## config.mk

```make
export PLATFORM = sky130hd
export DESIGN_NAME = multicycle_alu
export DESIGN_NICKNAME = d
export VERILOG_FILES = /design/src/rtl/multicycle_alu.sv
export SDC_FILE = /design/constraint.sdc
export NUM_CORES = 1
export LEC_CHECK = 0
export ABC_AREA = 1
export BUFFER_PORTS_ARGS = -buffer_cell sky130_fd_sc_hd__buf_2
export CORE_UTILIZATION = 55
export DETAILED_ROUTE_END_ITERATION = 10
export GPL_ROUTABILITY_DRIVEN = 0
export PLACE_DENSITY = 0.8
export SYNTH_ARGS = -nofsm -noshare
export SYNTH_HDL_FRONTEND = slang
export SYNTH_SLANG_ARGS = --single-unit
```

## constraint.sdc

```tcl
create_clock -name clk -period 1.6 [get_ports clk]
set_input_delay 0.08 -clock clk [delete_from_list [all_inputs] [get_ports clk]]
set_output_delay 0.08 -clock clk [all_outputs]
set_load 0.05 [all_outputs]
```

## src/rtl/multicycle_alu.sv

```systemverilog
// multicycle_alu: handshaked execute-stage ALU with a serial shifter; define MULTICYCLE_ALU_FAST_SHIFT_EN for a one-cycle barrel shifter
module multicycle_alu #(
  parameter int WIDTH = 32,
  parameter int SHW = $clog2(WIDTH)
) (
  input  logic             clk,
  input  logic             reset,
  input  logic             in_valid,
  output logic             in_ready,
  input  logic [3:0]       ALUControl,
  input  logic [WIDTH-1:0] SrcA,
  input  logic [WIDTH-1:0] SrcB,
  output logic             out_valid,
  input  logic             out_ready,
  output logic [WIDTH-1:0] ALUResult,
  output logic             Zero,
  output logic             Illegal
);
  typedef enum logic [1:0] {IDLE, SHIFT, DONE} state_t;
  state_t state, state_n;
  logic [WIDTH-1:0] res, res_n, alu;
  logic ill, ill_n, legal;
  logic [SHW-1:0] n;
`ifndef MULTICYCLE_ALU_FAST_SHIFT_EN
  logic [SHW-1:0] cnt, cnt_n;
  logic [1:0] sop, sop_n;
  logic shift;
  assign shift = ALUControl == 4'b0100 || ALUControl == 4'b1000 || ALUControl == 4'b1001;
`endif
  assign n = SrcB[SHW-1:0];
  assign legal = ALUControl <= 4'b1001;
  assign in_ready = state == IDLE;
  assign out_valid = state == DONE;
  assign ALUResult = res;
  assign Zero = res == '0;
  assign Illegal = ill;
  always_comb begin
    alu = '0;
    case (ALUControl)
      4'b0000: alu = SrcA + SrcB;
      4'b0001: alu = SrcA - SrcB;
      4'b0010: alu = SrcA & SrcB;
      4'b0011: alu = SrcA | SrcB;
      4'b0101: alu = {{(WIDTH-1){1'b0}}, $signed(SrcA) < $signed(SrcB)};
      4'b0110: alu = {{(WIDTH-1){1'b0}}, SrcA < SrcB};
      4'b0111: alu = SrcA ^ SrcB;
`ifdef MULTICYCLE_ALU_FAST_SHIFT_EN
      4'b0100: alu = SrcA << n;
      4'b1000: alu = SrcA >> n;
      4'b1001: alu = $signed(SrcA) >>> n;
`else
      // serial shifts start from SrcA, which is also the result when N = 0
      4'b0100, 4'b1000, 4'b1001: alu = SrcA;
`endif
      default: alu = '0;
    endcase
  end
  always_comb begin
    state_n = state;
    res_n = res;
    ill_n = ill;
`ifndef MULTICYCLE_ALU_FAST_SHIFT_EN
    cnt_n = cnt;
    sop_n = sop;
`endif
    case (state)
      IDLE: if (in_valid) begin
        res_n = legal ? alu : '0;
        ill_n = !legal;
        state_n = DONE;
`ifndef MULTICYCLE_ALU_FAST_SHIFT_EN
        cnt_n = n;
        sop_n = {ALUControl[3], ALUControl[0]};
        if (legal && shift && n != '0) state_n = SHIFT;
`endif
      end
`ifndef MULTICYCLE_ALU_FAST_SHIFT_EN
      SHIFT: begin
        res_n = sop[1] ? (sop[0] ? WIDTH'($signed(res) >>> 1) : res >> 1) : res << 1;
        cnt_n = cnt - 1'b1;
        if (cnt == SHW'(1)) state_n = DONE;
      end
`endif
      DONE: if (out_ready) state_n = IDLE;
      default: state_n = IDLE;
    endcase
  end
  always_ff @(posedge clk) begin
    if (reset) begin
      state <= IDLE;
      res <= '0;
      ill <= 1'b0;
`ifndef MULTICYCLE_ALU_FAST_SHIFT_EN
      cnt <= '0;
      sop <= '0;
`endif
    end else begin
      state <= state_n;
      res <= res_n;
      ill <= ill_n;
`ifndef MULTICYCLE_ALU_FAST_SHIFT_EN
      cnt <= cnt_n;
      sop <= sop_n;
`endif
    end
  end
endmodule

```

==> out/summary.md, run 1 <==
GRT
* **Total Routing Usage GR** 82.8%
* **maximum number of pins on one net before global-route repair** 35
* **global-route congestion overflow total** 173

Floorplan
* **row cnt** 46
* **width of the die** 129 um
* **starting utilization of the core area** 56.3%
* **num ports** 108
* **y dimension of the die** 129 um

Status
* **run status** stopped before the end
* **failing step** 5_1_grt
* **error that halted the flow** [ERROR GRT-0232] Routing congestion too high. Check the congestion heatmap in the GUI.

Yosys
* **synthesized cell area** 0.00892 mm2
* **largest cells by area after synthesis** sky130_fd_sc_hd__nand2_1 19%, sky130_fd_sc_hd__ha_1 16%, sky130_fd_sc_hd__inv_1 13%
* **area share of the leading cell type in the synthesized netlist** 19.4%
* **syn_nets** 1806
* **sequential fraction of the synthesis area** 9.43%
* **Ys Warns** 0
* **count of distinct cell types in the synthesized netlist** 47
* **share of async-settable or async-resettable flops after synthesis** 0%
* **synthesized area divided by synthesized cell count** 5.51 um2
* **library cell with the largest summed area after synthesis** sky130_fd_sc_hd__nand2_1
* **Post-Syn Instances** 1617
* **most instantiated flip-flop cell in the synthesis netlist** sky130_fd_sc_hd__dfxtp_1
* **#FFs+latches synth** 42
* **Post-synth EDFFs** 0

Clock network
* **count of hold-fix buffers inserted at cts** 0
* **clock sink count** 42
* **total number of H-tree levels** 2
* **buffer depth of the longest clock path** 2
* **TritonCTS Buffers** 5
* **root buf cell** sky130_fd_sc_hd__clkbuf_16

STA
* **type of pin the worst path ends at** register input
* **endpoint with the least setup slack after the last global-route repair** ALUResult[25]$_SDFFE_PP0P_/D

Placed design
* **DPL Wire Length** 28200 um
* **count of buffers inserted at the top-level ports** 107

[Yosys cell counts, types with 3 or more instances]
| cell | n |
|---|---|
| sky130_fd_sc_hd__o211ai_1 | 3 |
| sky130_fd_sc_hd__nor4_1 | 11 |
| sky130_fd_sc_hd__inv_2 | 7 |
| sky130_fd_sc_hd__o21ai_0 | 76 |
| sky130_fd_sc_hd__o21bai_1 | 6 |
| sky130_fd_sc_hd__dfxtp_1 | 42 |
| sky130_fd_sc_hd__o22ai_1 | 37 |
| sky130_fd_sc_hd__nor2_1 | 133 |
| sky130_fd_sc_hd__nand2_1 | 460 |
| sky130_fd_sc_hd__nand4_1 | 19 |
| sky130_fd_sc_hd__and3_1 | 3 |
| sky130_fd_sc_hd__buf_2 | 28 |
| sky130_fd_sc_hd__o221ai_1 | 4 |
| sky130_fd_sc_hd__nor3_2 | 4 |
| sky130_fd_sc_hd__ha_1 | 115 |
| sky130_fd_sc_hd__a221oi_1 | 29 |
| sky130_fd_sc_hd__nand2_2 | 8 |
| sky130_fd_sc_hd__buf_4 | 5 |
| sky130_fd_sc_hd__a21oi_1 | 86 |
| sky130_fd_sc_hd__clkbuf_1 | 14 |
| sky130_fd_sc_hd__a21oi_2 | 3 |
| sky130_fd_sc_hd__nand3b_1 | 5 |
| sky130_fd_sc_hd__inv_1 | 306 |
| sky130_fd_sc_hd__nand3_1 | 137 |
| sky130_fd_sc_hd__a211oi_1 | 19 |
| sky130_fd_sc_hd__and2_1 | 4 |
| sky130_fd_sc_hd__a31oi_1 | 5 |
| sky130_fd_sc_hd__nor3_1 | 14 |
| sky130_fd_sc_hd__nor2_2 | 6 |
| sky130_fd_sc_hd__clkbuf_2 | 3 |
| sky130_fd_sc_hd__nand3_2 | 4 |
[logic make-up after synthesis]
group                      count (synthesis)  synth area share, %
AOI/OAI and AO/OA                        276                 18.6
xor gates and xnor gates                   2                0.196
buffers and inverters                    367                 16.3
DFF                                       42                 9.43
adders and majority gates                117                 16.6
and+or+nand+nor                          813                 38.9
[routing by layer]
layer / GRT overflow / global-route usage [%]
met1: 10 / 82.2
met4: 66 / 87.8
met3: 8 / 69.5
met2: 87 / 96.2
met5: 2 / 38.2
[what timing repair did]
action	in CTS
setup endpoints to repair	38
cloned	2
resized for setup	199
buffers inserted	13
pin swaps	45
[stage by stage]
stage	std cells	hold WS, ps	utilization (%)	worst slack (ps)	cell area [um2]
after detailed placement	2187	363	75.3	-581	11900
after floorplan	1617	215	-	-13.7	8990
after CTS	2209	58.5	81.9	-32.1	13000
after global placement	2187	350	75.3	-521	11900
==> run 2, diff against run 1 <==
- CORE_UTILIZATION: 55 -> 40
- PLACE_DENSITY: 0.8 -> not set
- PLACE_DENSITY_LB_ADDON: not set -> 0.15
- clock period: 1.6 -> 2.1 ns (I/O delays scaled with it)
==> run 2 against run 1 <==
Net effect: the run now ends clean; synthesized area stayed put; synthesized cell count stayed put.
==> out/summary.md, run 2 <==
Status
* **run status** complete, no violations

Power and ir drop
* **fraction of power consumed by combinational cells** 61.6%
* **relative contribution of the clock network to total power** 18.0%
* **switching power total** 0.00237 W
* **Flop pwr share** 20.4%
* **net switching share of the total power** 47.7%
* **total power draw** 0.00496 W
* **internal power** 0.00259 W
* **IR drop worst, VDD** 0.364 mV
* **power density over the cells** 428 mW/mm2
* **leakage power total** 6.64 nW

Layout
* **area added between synthesis and finish** 30.2%
* **share of cells above drive strength 1** 20.9%
* **Diodes inserted** 0
* **Final Util** 53.2%
* **max reg flops** 32
* **count of nets after finishing** 2107
* **most common library cell in the layout ignoring fill and taps** sky130_fd_sc_hd__nand2_1
* **summed area of non-filler cells in the final layout** 0.0116 mm2
* **leading cell types in the layout, fill and taps excluded** 459 x sky130_fd_sc_hd__nand2_1, 305 x sky130_fd_sc_hd__inv_1, 235 x sky130_fd_sc_hd__buf_4

Floorplan
* **Floorplan Core Area** 0.0218 mm2
* **width of the die** 151 um, +17%
* **starting utilization of the core area** 40.9%, -15 points
* **num ports** 108, unchanged
* **y dimension of the die** 151 um, +17%
* **full die area** 0.0229 mm2
* **row cnt** 54, +17%

Clock network
* **TritonCTS Buffers** 5, unchanged
* **total number of H-tree levels** 2, unchanged
* **setup fix buffers added after clock tree synthesis** 0, -13
* **clock latency of the later-clocked register in the worst-skew pair** 290 ps
* **root buf cell** sky130_fd_sc_hd__clkbuf_16
* **clock sink count** 42, unchanged
* **clock-pin slew on the worst setup and hold paths** 60 ps
* **CTS tree** yes
* **number of gates given a new drive strength after cts** 0, -100%
* **buffer depth of the longest clock path** 2, unchanged
* **count of hold-fix buffers inserted at cts** 0, unchanged

Drt
* **drt first-iter violations** 1167
* **mean routed wirelength per cell** 15.9 um
* **number of iterations in the first detailed-routing pass** 5
* **via count** 11524
* **Post-route DRC** 0
* **antenna violation net count after detailed routing** 0
* **aggregate routed wire length** 34900 um
* **mean number of vias per cell** 5.24

Yosys
* **syn_nets** 1806, unchanged
* **synthesized cell area** 0.00892 mm2, unchanged
* **area share of the leading cell type in the synthesized netlist** 19.4%, unchanged
* **#FFs+latches synth** 42, unchanged
* **largest cells by area after synthesis** sky130_fd_sc_hd__nand2_1 19%, sky130_fd_sc_hd__ha_1 16%, sky130_fd_sc_hd__inv_1 13%
* **library cell with the largest summed area after synthesis** sky130_fd_sc_hd__nand2_1
* **Ys Warns** 0, unchanged
* **leading cell types by count after synthesis** 460 x sky130_fd_sc_hd__nand2_1, 306 x sky130_fd_sc_hd__inv_1, 137 x sky130_fd_sc_hd__nand3_1
* **Post-synth EDFFs** 0, unchanged
* **synthesized area divided by synthesized cell count** 5.51 um2, unchanged
* **most numerous cell in the Yosys netlist** sky130_fd_sc_hd__nand2_1
* **share of async-settable or async-resettable flops after synthesis** 0%, unchanged
* **most instantiated flip-flop cell in the synthesis netlist** sky130_fd_sc_hd__dfxtp_1
* **Post-Syn Instances** 1617, unchanged
* **sequential fraction of the synthesis area** 9.43%, unchanged
* **count of distinct cell types in the synthesized netlist** 47, unchanged

Worst setup path
* **list of cells traversed by the critical path** buf_2 > inv_1 > ha_2 > nand2_1 > nor2_1 > nand2_1 > nand2_1 > nand2_1 > nand2_1 > nand2_1 > nand2_1 > nand2_1 > nand3_1 > nand3_1 > nand2_1 > a21oi_1
* **Critical Setup Path Class** input pin to register
* **Worst path top cell family by delay** simple AND/OR/NAND/NOR gates
* **reg-to-reg slack, setup** 340 ps
* **total buffers and inverters traversed by the critical path** 2
* **largest fanout on the critical path** 7
* **Worst Setup Start Kind** input pin
* **Slowest cell on crit path** sky130_fd_sc_hd__ha_2
* **Setup crit end kind** register
* **maximum cell stage delay along the critical path** 430 ps
* **most frequent cell on the critical path** sky130_fd_sc_hd__nand2_1
* **CP Data Arrival Time** 2100 ps
* **worst endpoint required time** 2270 ps

Job
* **Max Cap Viol** 0

GRT
* **maximum number of pins on one net before global-route repair** 37
* **initial antenna violation count** 0
* **first-pass GRT wire length** 54500 um
* **global-route congestion overflow total** 0
* **Total Routing Usage GR** 30.6%
* **number of global-route vias before repair** 10717

STA
* **share of the cycle needed by the critical path after routing** 91.5%
* **worst rel slew slack** 57.8%
* **clock skew after layout** 5.00 ps
* **count of final max-slew check failures** 0
* **peak clock frequency supported by timing** 520 MHz
* **final period demand of the worst path** 1920 ps
* **RSZ-0062 raised after global routing** false
* **number of failing setup endpoints in the final timing report** 0
* **worst slack on hold paths** 70.5 ps
* **total negative slack for setup checks** 0 ps
* **final hold violation count** 0
* **Worst-Margin Slew** 632 ps

Placed design
* **DP Area** 0.0114 mm2, -4.2%
* **count of buffers inserted at the top-level ports** 107, unchanged
* **DPL Wire Length** 29000 um, +3.1%

Worst hold path
* **Min-Delay Path Class** input pin to register

==> run 2: cell counts after synthesis <==
No cell type changed its count.
==> run 2: final timing paths <==
| kind | start | endpoint | cells past startpoint |
|---|---|---|---|
| worst max-delay path | SrcB[5] | ALUResult[27] | 16 |
| worst min-delay path | in_valid | state[0] | 3 |
| worst max register to register | state[1] | ALUResult[4] | 8 |
| worst min register to register | cnt[4] | cnt[4] | 2 |
==> run 2: power by group through the flow <==
stage | Clock, W | Combinational [W] | Sequential, W
floorplan | 0 | 0.00149 | 0.00126
global placement | 0 | 0.00297 | 0.00102
detailed placement | 0 | 0.00299 | 0.00103
CTS | 0.000891 | 0.00301 | 0.00101
global route | 0.000928 | 0.00335 | 0.00103
finish | 0.000893 | 0.00306 | 0.00101
==> run 2: tightest hold or removal path: stages <==
cell and delay, ps:
sky130_fd_sc_hd__buf_2 100, sky130_fd_sc_hd__nand2_1 50, sky130_fd_sc_hd__a21oi_1 50
==> run 2: area by class of cell <==
cell class	count	area (um2)
clock buffers	7	133
clock inverters	1	30.0
fillers	2349	10200
inverters	313	1170
multi-input cells	1208	6660
flip-flops and latches	42	841
well taps	280	350
repair buffers	348	2420
==> run 2: cell families (layout without fill, tap and decap cells) <==
| logic type | Yosys count | after routing | synth area share (%) |
|---|---|---|---|
| AOI/OAI and AO/OA | 276 | 276 | 18.6 |
| xor gates and xnor gates | 2 | 2 | 0.196 |
| adders and majority gates | 117 | 117 | 16.6 |
| buffers and inverters | 367 | 669 | 16.3 |
| DFF | 42 | 42 | 9.43 |
| and+or+nand+nor | 813 | 813 | 38.9 |
==> run 2: per-stage QoR <==
step                cells  worst slack, ps
floorplan            1617              314
global placement     2191             -186
detailed placement   2191             -189
CTS                  2199             94.9
global route         2199             19.3
finish               2199              178
==> run 2: routing by layer <==
layer | GRT usage [%] | routed length, um
met5 | 0 | 0
met4 | 15.2 | 1700
met3 | 2.98 | 2000
met2 | 51.3 | 15900
met1 | 38.9 | 15300
Note: power is estimated with default switching activity, not from simulation.
